**config.mk**
```make
export PLATFORM = sky130hd
export DESIGN_NAME = lc3_mem_access_flat
export DESIGN_NICKNAME = d
export VERILOG_FILES = /design/src/rtl/mem_access_pkg.sv /design/src/rtl/lc3_mem_access_if.sv /design/src/rtl/mem_access_watchdog.sv /design/src/rtl/lc3_mem_access.sv /design/src/flat_wrapper.sv
export SDC_FILE = /design/constraint.sdc
export NUM_CORES = 1
export LEC_CHECK = 0
export ABC_AREA = 1
export CAP_MARGIN = 20
export CORE_MARGIN = 2
export CORE_UTILIZATION = 45
export CTS_BUF_LIST = sky130_fd_sc_hd__clkbuf_8
export CTS_CLUSTER_SIZE = 8
export DETAILED_ROUTE_END_ITERATION = 7
export DONT_BUFFER_PORTS = 1
export SLEW_MARGIN = 20
export SYNTH_ARGS = -nofsm -noshare
export SYNTH_HDL_FRONTEND = slang
export SYNTH_SLANG_ARGS = --single-unit
```
**constraint.sdc**
```tcl
create_clock -name clock -period 1.8 [get_ports clock]
set_input_delay 0.36 -clock clock [delete_from_list [all_inputs] [get_ports clock]]
set_output_delay 0.36 -clock clock [all_outputs]
set_load 0.05 [all_outputs]
```
**src/rtl/mem_access_pkg.sv**
```systemverilog
// Shared types for the LC3 memory-access controller: op codes, FSM states and the bus word.
package mem_access_pkg;

  typedef logic [15:0] word_t;

  typedef enum logic [1:0] {
    OP_LD  = 2'd0,
    OP_ST  = 2'd1,
    OP_LDI = 2'd2,
    OP_STI = 2'd3
  } mem_op_t;

  typedef enum logic [2:0] {
    StIdle,
    StPtrRd,
    StDataRd,
    StDataWr,
    StResp
  } mem_state_t;

  function automatic logic is_indirect(mem_op_t op);
    return (op == OP_LDI) || (op == OP_STI);
  endfunction

  function automatic logic is_bus_phase(mem_state_t st);
    return (st == StPtrRd) || (st == StDataRd) || (st == StDataWr);
  endfunction

endpackage

```
**src/rtl/lc3_mem_access_if.sv**
```systemverilog
// Request, data-memory bus and response signals of the memory-access controller.
interface lc3_mem_access_if;
  import mem_access_pkg::*;

  logic    req_valid;
  logic    req_ready;
  mem_op_t req_op;
  word_t   req_addr;
  word_t   req_wdata;

  word_t   Data_addr;
  word_t   Data_din;
  logic    Data_rd;
  word_t   Data_dout;
  logic    complete_data;

  logic    resp_valid;
  word_t   resp_rdata;
  logic    resp_err;

  // Controller side.
  modport slave (
    input  req_valid, req_op, req_addr, req_wdata, Data_dout, complete_data,
    output req_ready, Data_addr, Data_din, Data_rd, resp_valid, resp_rdata, resp_err
  );

  // Execute stage / memory side.
  modport master (
    output req_valid, req_op, req_addr, req_wdata, Data_dout, complete_data,
    input  req_ready, Data_addr, Data_din, Data_rd, resp_valid, resp_rdata, resp_err
  );

endinterface

```
**src/rtl/mem_access_watchdog.sv**
```systemverilog
// Per-phase watchdog: counts cycles spent in a bus phase and flags the last allowed cycle.
module mem_access_watchdog #(
  parameter int unsigned TIMEOUT_CYCLES = 64
) (
  input  logic clock,
  input  logic reset,
  input  logic clear,
  input  logic enable,
  output logic expired
);

  if (TIMEOUT_CYCLES == 0) begin : g_off
    logic unused_inputs;
    assign unused_inputs = ^{clock, reset, clear, enable};
    assign expired = 1'b0;
  end else begin : g_on
    localparam int unsigned CntW = (TIMEOUT_CYCLES > 1) ? $clog2(TIMEOUT_CYCLES) : 1;
    localparam logic [CntW-1:0] CntLast = CntW'(TIMEOUT_CYCLES - 1);

    logic [CntW-1:0] cnt_q, cnt_d;

    // expired marks the TIMEOUT_CYCLES-th cycle of the phase; the counter saturates there.
    always_comb begin
      cnt_d = cnt_q;
      if (clear) begin
        cnt_d = '0;
      end else if (enable && (cnt_q != CntLast)) begin
        cnt_d = cnt_q + 1'b1;
      end
    end

    always_ff @(posedge clock) begin
      if (!reset) begin
        cnt_q <= '0;
      end else begin
        cnt_q <= cnt_d;
      end
    end

    assign expired = enable && (cnt_q == CntLast);
  end

endmodule

```
**src/rtl/lc3_mem_access.sv**
```systemverilog
// LC3 memory-access controller: sequences LD/ST/LDI/STI onto the data bus with a per-phase watchdog.
module lc3_mem_access
  import mem_access_pkg::*;
#(
  parameter int unsigned TIMEOUT_CYCLES = 64
) (
  input logic              clock,
  input logic              reset,
  lc3_mem_access_if.slave  bus
);

  mem_state_t state_q, state_d;
  mem_op_t    op_q, op_d;
  word_t      wdata_q, wdata_d;
  word_t      addr_q, addr_d;
  word_t      din_q, din_d;
  logic       rd_q, rd_d;
  logic       resp_valid_q, resp_valid_d;
  word_t      rdata_q, rdata_d;
  logic       err_q, err_d;

  logic in_phase;
  logic phase_done;
  logic wd_clear;
  logic wd_expired;

  assign in_phase   = is_bus_phase(state_q);
  assign phase_done = in_phase && bus.complete_data;
  // Clearing on completion restarts the count for the data phase of LDI/STI.
  assign wd_clear   = !in_phase || phase_done;

  mem_access_watchdog #(
    .TIMEOUT_CYCLES(TIMEOUT_CYCLES)
  ) u_watchdog (
    .clock  (clock),
    .reset  (reset),
    .clear  (wd_clear),
    .enable (in_phase),
    .expired(wd_expired)
  );

  always_comb begin
    state_d      = state_q;
    op_d         = op_q;
    wdata_d      = wdata_q;
    addr_d       = addr_q;
    din_d        = din_q;
    rd_d         = rd_q;
    resp_valid_d = 1'b0;
    rdata_d      = rdata_q;
    err_d        = err_q;

    unique case (state_q)
      StIdle: begin
        rd_d = 1'b1;
        if (bus.req_valid) begin
          op_d    = bus.req_op;
          wdata_d = bus.req_wdata;
          addr_d  = bus.req_addr;
          unique case (bus.req_op)
            OP_LD: state_d = StDataRd;
            OP_ST: begin
              state_d = StDataWr;
              rd_d    = 1'b0;
              din_d   = bus.req_wdata;
            end
            OP_LDI, OP_STI: state_d = StPtrRd;
            default: state_d = StIdle;
          endcase
        end
      end

      StPtrRd: begin
        if (bus.complete_data) begin
          addr_d = bus.Data_dout;
          if (op_q == OP_STI) begin
            state_d = StDataWr;
            rd_d    = 1'b0;
            din_d   = wdata_q;
          end else begin
            state_d = StDataRd;
          end
        end else if (wd_expired) begin
          state_d      = StResp;
          resp_valid_d = 1'b1;
          rdata_d      = '0;
          err_d        = 1'b1;
        end
      end

      StDataRd: begin
        if (bus.complete_data) begin
          state_d      = StResp;
          resp_valid_d = 1'b1;
          rdata_d      = bus.Data_dout;
          err_d        = 1'b0;
        end else if (wd_expired) begin
          state_d      = StResp;
          resp_valid_d = 1'b1;
          rdata_d      = '0;
          err_d        = 1'b1;
        end
      end

      StDataWr: begin
        if (bus.complete_data || wd_expired) begin
          state_d      = StResp;
          rd_d         = 1'b1;
          resp_valid_d = 1'b1;
          rdata_d      = '0;
          err_d        = !bus.complete_data;
        end
      end

      StResp: begin
        state_d = StIdle;
      end

      default: begin
        state_d = StIdle;
        rd_d    = 1'b1;
      end
    endcase
  end

  always_ff @(posedge clock) begin
    if (!reset) begin
      state_q      <= StIdle;
      op_q         <= OP_LD;
      wdata_q      <= '0;
      addr_q       <= '0;
      din_q        <= '0;
      rd_q         <= 1'b1;
      resp_valid_q <= 1'b0;
      rdata_q      <= '0;
      err_q        <= 1'b0;
    end else begin
      state_q      <= state_d;
      op_q         <= op_d;
      wdata_q      <= wdata_d;
      addr_q       <= addr_d;
      din_q        <= din_d;
      rd_q         <= rd_d;
      resp_valid_q <= resp_valid_d;
      rdata_q      <= rdata_d;
      err_q        <= err_d;
    end
  end

  assign bus.req_ready  = (state_q == StIdle);
  assign bus.Data_addr  = addr_q;
  assign bus.Data_din   = din_q;
  assign bus.Data_rd    = rd_q;
  assign bus.resp_valid = resp_valid_q;
  assign bus.resp_rdata = rdata_q;
  assign bus.resp_err   = err_q;

endmodule

```
**src/flat_wrapper.sv**
```systemverilog
// flat-port wrapper written by rule: the top's interface ports become plain ports
module lc3_mem_access_flat import mem_access_pkg::*;
#(
  parameter int unsigned TIMEOUT_CYCLES = 64
)
  (clock, reset, bus_req_valid, bus_req_op, bus_req_addr, bus_req_wdata, bus_Data_dout, bus_complete_data, bus_req_ready, bus_Data_addr, bus_Data_din, bus_Data_rd, bus_resp_valid, bus_resp_rdata, bus_resp_err);
  lc3_mem_access_if bus_i ();
  input logic clock;
  input logic reset;
  input wire logic [$bits(bus_i.req_valid)-1:0] bus_req_valid;
  input wire logic [$bits(bus_i.req_op)-1:0] bus_req_op;
  input wire logic [$bits(bus_i.req_addr)-1:0] bus_req_addr;
  input wire logic [$bits(bus_i.req_wdata)-1:0] bus_req_wdata;
  input wire logic [$bits(bus_i.Data_dout)-1:0] bus_Data_dout;
  input wire logic [$bits(bus_i.complete_data)-1:0] bus_complete_data;
  output wire logic [$bits(bus_i.req_ready)-1:0] bus_req_ready;
  output wire logic [$bits(bus_i.Data_addr)-1:0] bus_Data_addr;
  output wire logic [$bits(bus_i.Data_din)-1:0] bus_Data_din;
  output wire logic [$bits(bus_i.Data_rd)-1:0] bus_Data_rd;
  output wire logic [$bits(bus_i.resp_valid)-1:0] bus_resp_valid;
  output wire logic [$bits(bus_i.resp_rdata)-1:0] bus_resp_rdata;
  output wire logic [$bits(bus_i.resp_err)-1:0] bus_resp_err;
  assign bus_i.req_valid = bus_req_valid;
  assign bus_i.req_op = bus_req_op;
  assign bus_i.req_addr = bus_req_addr;
  assign bus_i.req_wdata = bus_req_wdata;
  assign bus_i.Data_dout = bus_Data_dout;
  assign bus_i.complete_data = bus_complete_data;
  assign bus_req_ready = bus_i.req_ready;
  assign bus_Data_addr = bus_i.Data_addr;
  assign bus_Data_din = bus_i.Data_din;
  assign bus_Data_rd = bus_i.Data_rd;
  assign bus_resp_valid = bus_i.resp_valid;
  assign bus_resp_rdata = bus_i.resp_rdata;
  assign bus_resp_err = bus_i.resp_err;
  lc3_mem_access #(.TIMEOUT_CYCLES(TIMEOUT_CYCLES)) u_core (.clock(clock), .reset(reset), .bus(bus_i));
endmodule
```
* After elaboration in Yosys (flattened, before gate mapping)
Index checks and enable logic that the tools add are counted.
** Operators by class
- $add $sub $neg :: 1
- Equal/unequal tests :: 16
- Mux-type cells :: 37
- Bitwise operators :: 2
- Reductions and logical operators :: 22
** Operator list (count)
- 16-bit two-way mux :: 10
- 16-bit case mux with 2 select lines :: 2
- 16-bit case mux with 3 select lines :: 1
- 3-bit two-way mux :: 5
- 1-bit two-way mux :: 14
- 3-bit case mux with 4 select lines :: 1
- 2-bit != test (second input constant) :: 5
- 3-bit case mux with 3 select lines :: 1
- 6-bit by 1-bit adder with 6-bit output (second input constant) :: 1
- 2-bit == test (second input constant) :: 3
- 3-bit by 2-bit == test with 1-bit output (second input constant) :: 2
- 6-bit == test (second input constant) :: 1
- 6-bit != test (second input constant) :: 1
- 1-bit case mux with 3 select lines :: 2
- 3-bit AND reduction :: 2
- 2-bit OR reduction :: 3
- 5-bit AND reduction :: 1
- 1-bit logical OR :: 4
- 1-bit case mux with 4 select lines :: 1
- 2-bit AND reduction :: 2
- 4-bit AND reduction :: 1
- 3-bit by 1-bit == test with 1-bit output (second input constant) :: 1
- 3-bit == test (second input constant) :: 1
- 1-bit logical AND :: 3
- other kinds (8) :: 10
** Word-level totals
- Register bits :: 78
- Input bits :: 54
- Output and inout bits :: 52
- Logic and storage cells :: 88

* Longest topological paths before layout
Gate-level depths: netlist (run 1).
- Depth after elaboration :: 7
- Depth in mapped cells :: 9
- Mapped depth without buffers :: 9

* By module
From an unflattened synthesis (run 1), not the netlist that was laid out.
** Unflattened totals
- Cell total of the unflattened synthesis :: 587
- Area, all modules :: 3883.7 um^2
** Modules (own cells, without submodules)
- lc3_mem_access :: times used 1, cells an instance 534, area an instance 3534.6 um^2, sequential area each 1441.4 um^2
- mem_access_watchdog :: times used 1, cells an instance 53, area an instance 349.1 um^2, sequential area each 120.1 um^2

* Worst setup path after synthesis (run 1)
No wires, ideal clock.
- Path kind :: flip-flop to flip-flop
- Start point :: register u_core.state_q[0]
- End point :: register u_core.din_q[10] (netlist: u_core.bus.Data_din[10])
- Setup time :: 118 ps
- Arrival :: 1719 ps
- Data required time :: 1682 ps
- Slack :: -37 ps
- Stages on the path, launching flop included :: 10
- Path buffers :: 1
- Clock period less this slack :: 1837 ps
- Path through :: dfxtp_1 -> inv_2 -> nand2_2 -> nor2_2 -> nand2_1 -> nand2_4 -> nor2_4 -> buf_4 -> o21ai_1 -> nor2_1
** Between the ends
- Longest elaborated chain between the ends :: 3
** RTL lines
- start, declared :: RTL line lc3_mem_access.sv:12 : mem_state_t state_q, state_d;
- start signal, assigned :: RTL line lc3_mem_access.sv:128 : state_q <= StIdle;
- start signal, assigned :: RTL line lc3_mem_access.sv:138 : state_q <= state_d;
- 3-bit zero test *
- via bus_req_ready :: RTL line flat_wrapper.sv:16 : output wire logic [$bits(bus_i.req_ready)-1:0] bus_req_ready;
- 2-bit by 1-bit != test with 1-bit output (no source line) (tied with other cells)
- 5-bit AND reduction (no source line)
- end signal, assigned :: RTL line lc3_mem_access.sv:142 : din_q <= din_d;
- end, declared :: RTL line lc3_mem_access.sv:16 : word_t din_q, din_d;
Mark *: on every way through the listed nets, which the timed path passes. The rest lies on a longest branch.
A chain may end at the register's enable or synchronous reset.

* Worst setup path in the final report (run 1)
- Start point :: register u_core.u_watchdog.g_on.cnt_q[0]
- End point :: register u_core.rdata_q[13] (netlist: u_core.bus.resp_rdata[13])
** Between the ends
- Longest elaborated chain between the ends :: 5
** RTL lines
- start, declared :: RTL line mem_access_watchdog.sv:20 : logic [CntW-1:0] cnt_q, cnt_d;
- start signal, assigned :: RTL line mem_access_watchdog.sv:36 : cnt_q <= cnt_d;
- 6-bit == test * :: RTL line mem_access_watchdog.sv:40 : assign expired = enable && (cnt_q == CntLast);
- 1-bit logical AND * :: RTL line mem_access_watchdog.sv:40
- 16-bit two-way mux / 1-bit logical OR (equally long branches)
- 16-bit two-way mux (tied with other cells)
- 16-bit case mux with 3 select lines / 3-bit AND reduction (equally long branches)
- end signal, assigned :: RTL line lc3_mem_access.sv:145 : rdata_q <= rdata_d;
- end, declared :: RTL line lc3_mem_access.sv:19 : word_t rdata_q, rdata_d;
Every way passes the cells marked *; elsewhere a longest branch is shown, timed or not. The select of a mux whose other input is x is not followed.

==> results.py, run 1 <==
metrics = {
    "status": {
        "outcome": "finished, final reports clean",
    },
    "logic_synthesis": {
        "netlist_instances": 492,
        "synthDistinctLibCells": 26,
        "avgSynthCellArea_um2": 6.97,
        "yosys_warnings": 0,
        "synthesis.area_mm2": 0.00343,
        "synth_seq_cells": 78,
        "syn_nets": 547,
        "synth-seq-area-share": 0.455,
    },
    "setup_path": {
        "path_delay_family": "simple AND/OR/NAND/NOR gates",
        "cp-end-kind": "register",
        "path_cells": "ha_1, nand2_1, nor2_1, nand2_1, nand3_1, a21oi_1",
        "worst_path_largest_cell_delay_ps": 410,
        "slowest_stage": "dfxtp_1",
        "path_class": "register to register",
        "crit_top_cell": "nand2_1",
        "critical_path_buf_inv_count": 0,
        "start_kind": "register",
        "cp_max_fo": 17,
        "cp_data_arrival_time_ps": 1840,
        "r2r_setup_slack_ps": 200,
        "required_ps": 2040,
    },
    "timing": {
        "period_share": 0.889,
        "slew-limit-headroom": 0.619,
        "tns_ps": 0,
        "fin_worst_skew_ps": 8.95,
        "worst_slack_ps": 201,
        "clock.fmax_mhz": 625,
        "finalMaxSlewViolations": 0,
        "worstMarginPinSlew_ps": 571,
        "final-hold-violation-count": 0,
        "min_period_ps": 1600,
        "rsz0062_at_grt": "no",
        "setup_viol": 0,
    },
    "power": {
        "p_leak_nw": 1.57,
        "power_per_cell_area_mw_per_mm2": 1350,
        "finalPower_w": 0.00509,
        "irDropWorstVdd_v": 0.000709,
    },
    "floorplan": {
        "initial_utilization": 0.468,
        "die_y_um": 91.3,
        "die-area_mm2": 0.00834,
        "coreArea_mm2": 0.00733,
        "rows": 31,
        "die_w_um": 91.3,
        "io_pins": 106,
    },
    "routing": {
        "first_pass_iters": 4,
        "viasPerCell": 5.32,
        "drc": 0,
        "drt_wl_total_um": 8720,
        "drtIter0Drc": 125,
        "dr_total_vias": 3150,
        "ant_nets": 0,
        "wire_per_inst_um": 14.7,
    },
    "layout": {
        "final_cell_mix": "nand2_1 (114), dfxtp_1 (78), nor2_1 (62)",
        "drive_gt1_frac": 0.0852,
        "fill_cells": 755,
        "num_antenna_cells": 0,
        "multi_input_area_mm2": 0.00162,
        "fin_util": 0.512,
        "mostFrequentLayoutCell": "nand2_1",
        "fin_cells": 592,
        "seqCellArea_mm2": 0.00156,
        "final_nets": 544,
        "area_growth_pct": 9.45,
    },
    "placement": {
        "place_congestion": 0.822,
        "dp.cells": 575,
        "post-place-ws_ps": 162,
        "io_buffers": 0,
        "hpwl_um": 6140,
    },
    "global_route": {
        "grt_usage": 0.217,
        "grt_pass1_wl_um": 14400,
        "grt_max_degree": 54,
        "grt_pass1_vias": 3036,
        "gr-total-overflow": 0,
        "grt_antenna_before_repair": 0,
    },
    "clock_network": {
        "numCtsBuffers": 9,
        "clk_pin_slew_worst_paths_ps": 80,
        "worstSkewPairLatency_ps": 350,
        "cts_tree": "done",
        "clock_sinks": 78,
        "cts_root_buffer": "clkbuf_8",
        "htree_num_levels": 3,
        "clock_path_buffers": 2,
        "cts_hold_buf": 0,
    },
    "run": {
        "cap_violations": 0,
    },
    "hold_path": {
        "hp-class": "input port to register",
    },
}
report_power, final:
part	switching, W	internal (W)	leakage, nW
registers	0.000693	0.00195	0.640
logic	0.000654	0.000321	0.824
clock network	0.000650	0.000813	0.105
through the flow:
step	hold slack [ps]	cell area, um2
after floorplan	424	3440
after global placement	431	3510
after detailed placement	438	3510
after CTS	120	3730
after global routing	124	3750
final	147	3750
layer usage:
metal	vias to the layer above	GRT usage	wire, um
li1	1597	-	-
met1	1436	0.249	3610
met2	98	0.354	4160
met3	19	0.0921	733
met4	0	0.0909	211
met5	-	0	0
state kept, by name (all words and copies together) (netlist names):
signal and count:
u_core.u_watchdog.g_on.cnt_q 6, u_core.wdata_q 16, u_core.state_q 3, u_core.bus.Data_din 16, u_core.bus.Data_rd 1, u_core.bus.resp_valid 1
u_core.bus.resp_err 1, u_core.op_q 2, u_core.bus.Data_addr 16, u_core.bus.resp_rdata 16
cell families after synthesis:
family	share of synthesized area
buffers and inverters	0.0748
AOI/OAI and AO/OA	0.172
and+or+nand+nor	0.292
adders and majority gates	0.00365
xor gates and xnor gates	0.00255
DFF	0.455
path summary, 6_finish.rpt:
| path | startpoint | to | cells after the start |
|---|---|---|---|
| min reg2reg | u_core.wdata_q[7] | u_core.wdata_q[7] | 2 |
| min | bus_Data_dout[8] | u_core.bus.resp_rdata[8] | 2 |
| max reg2reg | u_core.u_watchdog.g_on.cnt_q[0] | u_core.bus.resp_rdata[13] | 6 |
| max | u_core.u_watchdog.g_on.cnt_q[0] | u_core.bus.resp_rdata[13] | 6 |
final cells by class:
| type | count | area share |
|---|---|---|
| Clock buffer | 10 | 0.0367 |
| Multi-Input combinational cell | 351 | 0.432 |
| Timing Repair Buffer | 11 | 0.0220 |
| Clock inverter | 5 | 0.0223 |
| Inverter | 38 | 0.0380 |
| Tap cell | 99 | 0.0330 |
| Sequential cell | 78 | 0.416 |
cell usage after synthesis, drive strengths merged:
cell type,count,area share
a31oi,1,0.0018
xor2,1,0.0026
inv,38,0.042
o2111ai,1,0.0026
buf,12,0.019
nor3b,1,0.0022
clkbuf,13,0.014
a21oi,43,0.063
nor2,66,0.078
dfxtp,78,0.46
nor3,19,0.031
ha,1,0.0036
nand2,118,0.13
nand3,25,0.040
or2,1,0.0018
nand4,2,0.0036
o21ai,72,0.11
timing repair:
action                                 4_1_cts  5_1_grt
resized for setup                            0        1
buffers inserted                             0        2
endpoints found under the hold margin        0        0
setup endpoints to repair                    0        7
Power figures use the tool's default switching activity.
==> run 2: changes to the inputs <==
CAP_MARGIN = 10   (was 20)
TNS_END_PERCENT = 100   (was default)
==> results of run 2 <==
No change in the layout: final DEF, timing and power equal those of run 1.
==> run 3: changes to the inputs <==
==> constraint.sdc (replaced) <==
create_clock -name clock -period 1.8 [get_ports clock]
set_input_delay 0.18 -clock clock [delete_from_list [all_inputs] [get_ports clock]]
set_output_delay 0.18 -clock clock [all_outputs]
set_load 0.05 [all_outputs]
==> run 3 against run 2 <==
Compared with the run above:
- global-route usage up 0.59 points
- first-iteration DRC count shrank 4.8%
- utilization grew 2.7 points
- clock skew about the same
- final cell count grew 3.7%
- critical path depth is 1 higher
- clock power shrank 7%
- register-to-register slack is essentially flat
- worst hold slack worse by 120 ps
==> results.py, run 3 (synthesized netlist as in run 1, its figures left out) <==
metrics = {
    "routing": {
        "first_pass_iters": 4,
        "viasPerCell": 5.19,
        "wire_per_inst_um": 14.7,
        "ant_nets": 0,
        "dr_total_vias": 3187,
        "drc": 0,
        "drtIter0Drc": 119,
        "drt_wl_total_um": 9050,
    },
    "clock_network": {
        "htree_num_levels": 3,
        "cts_root_buffer": "clkbuf_8",
        "clk_pin_slew_worst_paths_ps": 90,
        "clock_path_buffers": 2,
        "worstSkewPairLatency_ps": 350,
        "clock_sinks": 78,
        "numCtsBuffers": 9,
        "cts_tree": "done",
        "post_cts_buffers": 0,
    },
    "power": {
        "power_per_cell_area_mw_per_mm2": 1280,
        "pwr-share-clk": 0.269,
        "finalPower_w": 0.00505,
        "swShare": 0.411,
        "power_switching_w": 0.00208,
        "p_int_w": 0.00297,
        "p_comb_frac": 0.209,
        "irDropWorstVdd_v": 0.000600,
        "p_leak_nw": 1.66,
        "power_frac_seq": 0.522,
    },
    "global_route": {
        "grt_pass1_wl_um": 14800,
        "gr-total-overflow": 0,
        "grt_antenna_before_repair": 0,
        "grt_usage": 0.223,
        "grt_pass1_vias": 3024,
        "grt_max_degree": 53,
    },
    "placement": {
        "io_buffers": 0,
        "post-place-ws_ps": 187,
        "place_congestion": 0.835,
        "hpwl_um": 6200,
        "dp.cells": 580,
    },
    "timing": {
        "min_period_ps": 1590,
        "rsz0062_at_grt": "no",
        "slew-limit-headroom": 0.637,
        "final-hold-violation-count": 0,
        "period_share": 0.882,
        "setup_viol": 0,
        "finalMaxSlewViolations": 0,
        "clock.fmax_mhz": 630,
        "worstMarginPinSlew_ps": 544,
        "worst_slack_ps": 213,
        "tns_ps": 0,
        "fin_worst_skew_ps": 8.76,
    },
    "run": {
        "cap_violations": 0,
    },
    "setup_path": {
        "worst_path_largest_cell_delay_ps": 360,
        "slowest_stage": "dfxtp_1",
        "reg2reg_to": "u_core.bus.Data_din[3]",
        "required_ps": 2080,
        "crit_top_cell": "nor2_4",
        "cp_max_fo": 16,
        "path_cells": "inv_2, nand2_2, nor3_4, nor2_4, nor2_4, o21ai_0, nor2_1",
        "r2r_start": "u_core.state_q[0]",
        "reg2reg_depth": 7,
        "cp_data_arrival_time_ps": 1870,
        "start_kind": "register",
        "cp-end-kind": "register",
        "r2r_setup_slack_ps": 210,
        "path_class": "register to register",
    },
    "layout": {
        "fin_cells": 614,
        "seqCellArea_mm2": 0.00156,
        "num_antenna_cells": 0,
        "fill_cells": 745,
        "final_nets": 565,
        "multi_input_area_mm2": 0.00163,
        "final_cell_mix": "nand2_1 (113), dfxtp_1 (78), nor2_1 (62)",
        "area_growth_pct": 15.2,
        "mostFrequentLayoutCell": "nand2_1",
        "drive_gt1_frac": 0.0932,
    },
    "floorplan": {
        "die_w_um": 91.3,
        "io_pins": 106,
        "die_y_um": 91.3,
        "coreArea_mm2": 0.00733,
        "initial_utilization": 0.468,
        "die-area_mm2": 0.00834,
        "rows": 31,
    },
    "hold_path": {
        "hold_path_end": "u_core.wdata_q[11]",
        "hp-class": "input port to register",
        "hold_start": "bus_req_wdata[11]",
        "holdPathStages": 2,
    },
    "status": {
        "outcome": "finished, final reports clean",
    },
}
## run 3: cell types whose count changed in the layout (fill, tap and decap cells not counted)
cell / previous run / this run
buf_12: 0 / 1
buf_4: 11 / 14
bufinv_16: 2 / 1
clkbuf_8: 10 / 9
clkinv_2: 0 / 1
clkinvlp_4: 2 / 1
dlygate4sd3_1: 0 / 17
inv_6: 0 / 2
inv_8: 0 / 1
nand2_1: 114 / 113
nand2_2: 1 / 2
## run 3: layout make-up
class | instances | share of cell area
multi-input cells | 351 | 0.411
flip-flops and latches | 78 | 0.395
repair buffers | 32 | 0.0747
inverters | 38 | 0.0361
clock buffers | 9 | 0.0313
well taps | 99 | 0.0313
clock inverters | 7 | 0.0203
## run 3: worst max path at each step
stage | endpoint | depth (start not counted) | start
3_3_place_gp | u_core.bus.resp_rdata[1] | 8 | u_core.u_watchdog.g_on.cnt_q[0]
2_1_floorplan | u_core.bus.Data_din[10] | 9 | u_core.state_q[0]
3_5_place_dp | u_core.bus.resp_rdata[13] | 8 | u_core.u_watchdog.g_on.cnt_q[0]
6_report | u_core.bus.Data_din[3] | 7 | u_core.state_q[0]
4_1_cts | u_core.bus.resp_rdata[13] | 8 | u_core.u_watchdog.g_on.cnt_q[0]
5_1_grt | u_core.bus.Data_din[4] | 7 | u_core.state_q[0]
## run 3: routing by layer
layer  track usage  share of wire  up-vias
met5             0              0        -
met3        0.0647          0.082        4
met2         0.373           0.48      102
li1              -              -     1639
met1         0.272           0.43     1442
met4        0.0795         0.0082        0
## run 3: per-stage QoR
| step | hold WS [ps] | area [um2] | utilization |
|---|---|---|---|
| 6_report | 22.8 | 3950 | 0.539 |
| 5_1_grt | 13.4 | 3950 | 0.539 |
| 3_3_place_gp | 323 | 3550 | 0.484 |
| 4_1_cts | 9.63 | 3950 | 0.538 |
| 2_1_floorplan | 315 | 3440 | - |
| 3_5_place_dp | 328 | 3550 | 0.484 |
## run 3: timing repair
action | in CTS | in global routing
hold buffers | 18 | 0
hold endpoints to repair | 67 | 0
resized for setup | 0 | 2
setup endpoints to repair | 0 | 4
## run 3: critical path: cells and delay by family (launching register included)
| kind | cells | cell delay (ps) |
|---|---|---|
| AOI/OAI and AO/OA | 1 | 140 |
| buffers and inverters | 1 | 100 |
| DFF | 1 | 360 |
| and+or+nand+nor | 5 | 920 |
## run 3: power by group through the flow
stage | clock network, W | logic (W) | registers (W)
2_1_floorplan | 0 | 0.000788 | 0.00265
3_3_place_gp | 0 | 0.000988 | 0.00268
3_5_place_dp | 0 | 0.00100 | 0.00268
4_1_cts | 0.00140 | 0.00106 | 0.00264
5_1_grt | 0.00147 | 0.00122 | 0.00266
6_report | 0.00136 | 0.00106 | 0.00264
